`config.mk`:
```
export PLATFORM = sky130hd
export DESIGN_NAME = display_7seg_mux
export DESIGN_NICKNAME = d
export VERILOG_FILES = /design/src/rtl/display_7seg_mux.sv
export SDC_FILE = /design/constraint.sdc
export NUM_CORES = 1
export LEC_CHECK = 0
export CORE_MARGIN = 2
export CORE_UTILIZATION = 58
export DETAILED_ROUTE_END_ITERATION = 6
export PLACE_DENSITY = 0.79
export SYNTH_ARGS = -nofsm -noshare
export SYNTH_HDL_FRONTEND = slang
export SYNTH_SLANG_ARGS = --single-unit
```
`constraint.sdc`:
```
create_clock -name clk_i -period 2.3 [get_ports clk_i]
set_input_delay 0.46 -clock clk_i [delete_from_list [all_inputs] [get_ports clk_i]]
set_output_delay 0.46 -clock clk_i [all_outputs]
set_load 0.05 [all_outputs]
```
`src/rtl/display_7seg_mux.sv`:
```
// Multiplexed seven-segment driver: sequential double-dabble binary-to-BCD plus digit scanning.
// Optional leading-zero blanking is enabled by defining DISP_BLANK_EN.
module display_7seg_mux #(
    parameter int DIGITS      = 4,
    parameter int BIN_W       = 16,
    parameter int REFRESH_DIV = 100000
) (
    input  logic              clk_i,
    input  logic              rst_i,
    input  logic [BIN_W-1:0]  bin_i,
    output logic [DIGITS-1:0] anodo_o,
    output logic [6:0]        catodo_o,
    output logic              ovf_o,
    output logic              busy_o
);
    localparam int BCD_W = 4 * DIGITS;
    localparam int CNT_W = $clog2(BIN_W + 1);
    localparam int REF_W = $clog2(REFRESH_DIV);
    localparam int IDX_W = (DIGITS > 1) ? $clog2(DIGITS) : 1;

    typedef enum logic [1:0] {S_IDLE, S_CONV, S_DONE} state_t;

    state_t             state_q, state_d;
    logic [BIN_W-1:0]   shift_q, shift_d;
    logic [BCD_W-1:0]   bcd_q, bcd_d;
    logic [BCD_W-1:0]   bcd_adj;
    logic               sticky_q, sticky_d;
    logic [CNT_W-1:0]   cnt_q, cnt_d;
    logic [BCD_W-1:0]   disp_q, disp_d;
    logic               ovf_q, ovf_d;
    logic [REF_W-1:0]   ref_q;
    logic [IDX_W-1:0]   idx_q;
    logic [DIGITS-1:0]  an_q, an_d;
    logic [6:0]         cat_q, cat_d;
    logic [3:0]         dig [DIGITS];

    function automatic logic [6:0] seg_decode(input logic [3:0] d);
        case (d)
            4'd0:    seg_decode = 7'b1000000;
            4'd1:    seg_decode = 7'b1111001;
            4'd2:    seg_decode = 7'b0100100;
            4'd3:    seg_decode = 7'b0110000;
            4'd4:    seg_decode = 7'b0011001;
            4'd5:    seg_decode = 7'b0010010;
            4'd6:    seg_decode = 7'b0000010;
            4'd7:    seg_decode = 7'b1111000;
            4'd8:    seg_decode = 7'b0000000;
            4'd9:    seg_decode = 7'b0010000;
            default: seg_decode = 7'b1111111;
        endcase
    endfunction

    genvar gi;
    generate
        for (gi = 0; gi < DIGITS; gi++) begin : g_digit
            assign bcd_adj[gi*4 +: 4] = (bcd_q[gi*4 +: 4] >= 4'd5) ? bcd_q[gi*4 +: 4] + 4'd3
                                                                   : bcd_q[gi*4 +: 4];
            assign dig[gi] = disp_q[gi*4 +: 4];
        end
    endgenerate

    // Converter: the bit leaving the top BCD digit is a lost carry, i.e. overflow.
    always_comb begin
        state_d  = state_q;
        shift_d  = shift_q;
        bcd_d    = bcd_q;
        sticky_d = sticky_q;
        cnt_d    = cnt_q;
        disp_d   = disp_q;
        ovf_d    = ovf_q;
        case (state_q)
            S_IDLE: begin
                shift_d  = bin_i;
                bcd_d    = '0;
                sticky_d = 1'b0;
                cnt_d    = '0;
                state_d  = S_CONV;
            end
            S_CONV: begin
                {bcd_d, shift_d} = {bcd_adj[BCD_W-2:0], shift_q, 1'b0};
                sticky_d = sticky_q | bcd_adj[BCD_W-1];
                cnt_d    = cnt_q + 1'b1;
                if (cnt_q == CNT_W'(BIN_W - 1)) begin
                    state_d = S_DONE;
                end
            end
            S_DONE: begin
                disp_d  = bcd_q;
                ovf_d   = sticky_q;
                state_d = S_IDLE;
            end
            default: state_d = S_IDLE;
        endcase
    end

`ifdef DISP_BLANK_EN
    logic [DIGITS-1:0] digit_nz;
    logic [DIGITS-1:0] keep;
    generate
        for (gi = 0; gi < DIGITS; gi++) begin : g_blank
            assign digit_nz[gi] = |dig[gi];
            if (gi == 0) begin : g_lsd
                assign keep[gi] = 1'b1;
            end else begin : g_upper
                assign keep[gi] = |digit_nz[DIGITS-1:gi];
            end
        end
    endgenerate
`endif

    always_comb begin
        an_d  = ~(DIGITS'(1) << idx_q);
        cat_d = ovf_q ? 7'b0111111 : seg_decode(dig[idx_q]);
`ifdef DISP_BLANK_EN
        if (!ovf_q && !keep[idx_q]) begin
            an_d  = '1;
            cat_d = 7'b1111111;
        end
`endif
    end

    always_ff @(posedge clk_i or negedge rst_i) begin
        if (!rst_i) begin
            state_q  <= S_IDLE;
            shift_q  <= '0;
            bcd_q    <= '0;
            sticky_q <= 1'b0;
            cnt_q    <= '0;
            disp_q   <= '0;
            ovf_q    <= 1'b0;
            ref_q    <= '0;
            idx_q    <= '0;
            an_q     <= '1;
            cat_q    <= '1;
        end else begin
            state_q  <= state_d;
            shift_q  <= shift_d;
            bcd_q    <= bcd_d;
            sticky_q <= sticky_d;
            cnt_q    <= cnt_d;
            disp_q   <= disp_d;
            ovf_q    <= ovf_d;
            an_q     <= an_d;
            cat_q    <= cat_d;
            if (ref_q == REF_W'(REFRESH_DIV - 1)) begin
                ref_q <= '0;
                idx_q <= (idx_q == IDX_W'(DIGITS - 1)) ? '0 : idx_q + 1'b1;
            end else begin
                ref_q <= ref_q + 1'b1;
            end
        end
    end

    assign anodo_o  = an_q;
    assign catodo_o = cat_q;
    assign ovf_o    = ovf_q;
    assign busy_o   = (state_q != S_IDLE);
endmodule

```
==> results.yml <==
run_status:
  status: "completed"
sta:
  rsz0062_at_grt: "false"
  setup_viol: 0
  worst_pin_slew_ns: 0.706
  finalCriticalPeriod_ns: 2.14
  fmax_mhz: 466
  post-route-period-util_pct: 93.2
  drv_slew: 0
  setup-tns-final_ns: 0
  finalHoldViolCount: 0
  setup_slack_ns: 0.156
  fin_worst_skew_ns: 0.0160
  timing.slew.headroom_pct: 52.9
detailed_routing:
  drt-pass1-iter-count: 4
  viasPerCell: 5.37
  ant_nets: 0
  vias: 2829
  dr.first_iter.drc_count: 190
  drc_errors: 0
  wirelength_um: 7170
  avgRoutedWirePerCell_um: 13.6
setup_path:
  cp_slowest_cell: "clkdlybuf4s50_1"
  cp.required_ns: 1.84
  start_kind: "flop"
  crit_path_end_kind: "primary output"
  crit_path_max_incr_delay_ns: 0.80
  critPathKind: "reg -> out"
  crit_path_max_fanout: 1
  critPathArrivalTime_ns: 1.68
  path_cells: "clkdlybuf4s50_1"
  path_delay_family: "buffers and inverters"
  worst-path-buf-inv: 1
synth:
  ys_types: 46
  seq_area_frac_synth_pct: 51.8
  synthTopCellsByArea: "dfrtp_1 (45%), dfstp_2 (6.8%), ha_1 (6.2%)"
  syn_area_per_cell_um2: 10.8
  ys.flop_type: "dfrtp_1"
  synth_async_sr_flop_share_pct: 100
  yosysTopAreaCell: "dfrtp_1"
  syn-cell-area_mm2: 0.00423
  yosysWarnings: 0
  synth_top_area_share_pct: 45.0
  synth_enable_flop_cells: 0
  yosys_register_bits: 87
  synth_common_cells: "dfrtp_1 (76), nand2_1 (55), o21ai_0 (45)"
  synthesis.instances: 392
  post-synth-top-count-cell: "dfrtp_1"
  synth_fp_nets: 431
final_layout:
  layout.nets: 462
  fin_area_mm2: 0.00487
  drive_above_1_share_pct: 14.0
  diodes: 0
  areaGrowthSynthToFinish_pct: 15.0
floorplanning:
  dieArea_mm2: 0.00799
  ios: 31
  start_util_pct: 59.0
  dieHeight_um: 89.4
  coreArea_mm2: 0.00718
  die_w_um: 89.4
  fp-row-count: 31
placement:
  postPlaceCellArea_mm2: 0.00464
  finalWeightedCongestion: 0.818
  dp_hpwl_um: 4950
  io_buffers: 30
  place_worst_setup_slack_ns: 0.335
global_route:
  grt_pass1_vias: 2687
  grt-ovfl-total: 0
  grt_max_degree: 50
  antenna_found_initial: 0
  grt_pass1_wl_um: 12400
  track_usage_pct: 20.2
power_and_ir_drop:
  internal_power_mw: 3.03
  swShare_pct: 32.1
  p_per_area_mw_per_mm2: 915
  combPwrFrac_pct: 27.8
  power_leakage_nw: 2.24
  pwr-share-clk_pct: 26.5
  p_switching_mw: 1.43
  p_seq_share_pct: 45.7
  peakVddDrop_uv: 324
cts:
  ctsResizeCount: 0
  clock_latency_ns: 0.36
  cts.sinks: 87
  clockBufferDepth: 2
  clockRootBuffer: "clkbuf_8"
  hold_buffers: 0
  cts_tree: "done"
  htree_levels: 3
  cts_post_setup_buffers_inserted: 0
  cts_buffers: 9
  clk_pin_slew_ns: 0.10
hold_path:
  holdCritPathClass: "in -> async"
run:
  cap_violations: 0
==> cells by family (layout without fill, tap and decap cells) <==
logic type	Yosys count	after routing	synth area share (%)
AO/OA/AOI/OAI	70	70	9.55
adder cells (fa/ha/maj)	21	21	6.21
multiplexers	37	37	10.5
XOR/XNOR	23	23	4.94
AND/OR/NAND/NOR	114	114	12.9
buffers and inverters	40	76	4.11
flip-flops	87	87	51.8
==> state kept, by name, summed over array words and instances (netlist names) <==
register  count
bcd_q        16
idx_q         2
anodo_o       4
disp_q       16
cnt_q         5
sticky_q      1
ovf_o         1
shift_q      16
ref_q        17
state_q       2
catodo_o      7
==> cell usage in the layout (no fill, tap or decap), drive strengths merged, types with 2 or more instances in the layout <==
master / count
nor2b: 2
mux4: 4
xor2: 8
o31ai: 4
or2: 2
nor3b: 3
nand2b: 6
nand2: 55
a22o: 7
mux2i: 17
bufinv: 2
buf: 10
mux2: 16
dfstp: 11
ha: 21
a21oi: 8
dfrtp: 76
o21ai: 45
and3: 3
nor3: 4
nor2: 20
o21a: 2
nand4: 4
clkbuf: 11
xnor2: 15
inv: 23
clkdlybuf4s50: 28
nand3: 7
==> per-stage QoR <==
stage	power, mW	utilization, %	cells	hold slack [ns]
6_report	4.45	67.8	527	0.0725
3_3_place_gp	3.25	64.7	511	0.459
2_1_floorplan	2.97	-	392	0.164
4_1_cts	4.49	67.8	527	0.0797
3_5_place_dp	3.31	64.7	511	0.471
5_1_grt	4.74	67.8	527	0.104
==> area by class of cell <==
class	instances	area, um2
clock inverters	5	81.3
clock buffers	11	141
fillers	545	2310
flip-flops and latches	87	2190
inverters	22	82.6
well taps	99	124
multi-input cells	265	1870
repair buffers	38	380
==> power by group through the flow <==
stage / Combinational, mW / Clock, mW / Sequential, mW
after floorplan: 0.764 / 0 / 2.21
after global placement: 1.20 / 0 / 2.04
after detailed placement: 1.24 / 0 / 2.06
after CTS: 1.25 / 1.21 / 2.04
after global routing: 1.39 / 1.27 / 2.07
final: 1.24 / 1.18 / 2.04
==> worst paths after layout <==
check,from,slack (ns),endpoint,cells past startpoint
setup reg to reg,idx_q[0],0.31,catodo_o[3],6
hold reg to reg,ref_q[0],0.48,ref_q[0],1
min in group clk_i,ref_q[0],0.48,ref_q[0],1
setup / recovery,catodo_o[6],0.16,catodo_o[6],1
hold / removal,rst_i,0.07,disp_q[6],1
max in group asynchronous,rst_i,1.58,catodo_o[6],2
==> per-layer routing <==
layer / vias to the layer above / GRT usage (%) / share of wire, %
li1: 1393 / - / -
met1: 1371 / 27.8 / 47
met2: 54 / 31.3 / 48
met3: 11 / 4.43 / 3.0
met4: 0 / 8.55 / 2.0
met5: - / 0 / 0
Power figures use the tool's default switching activity.
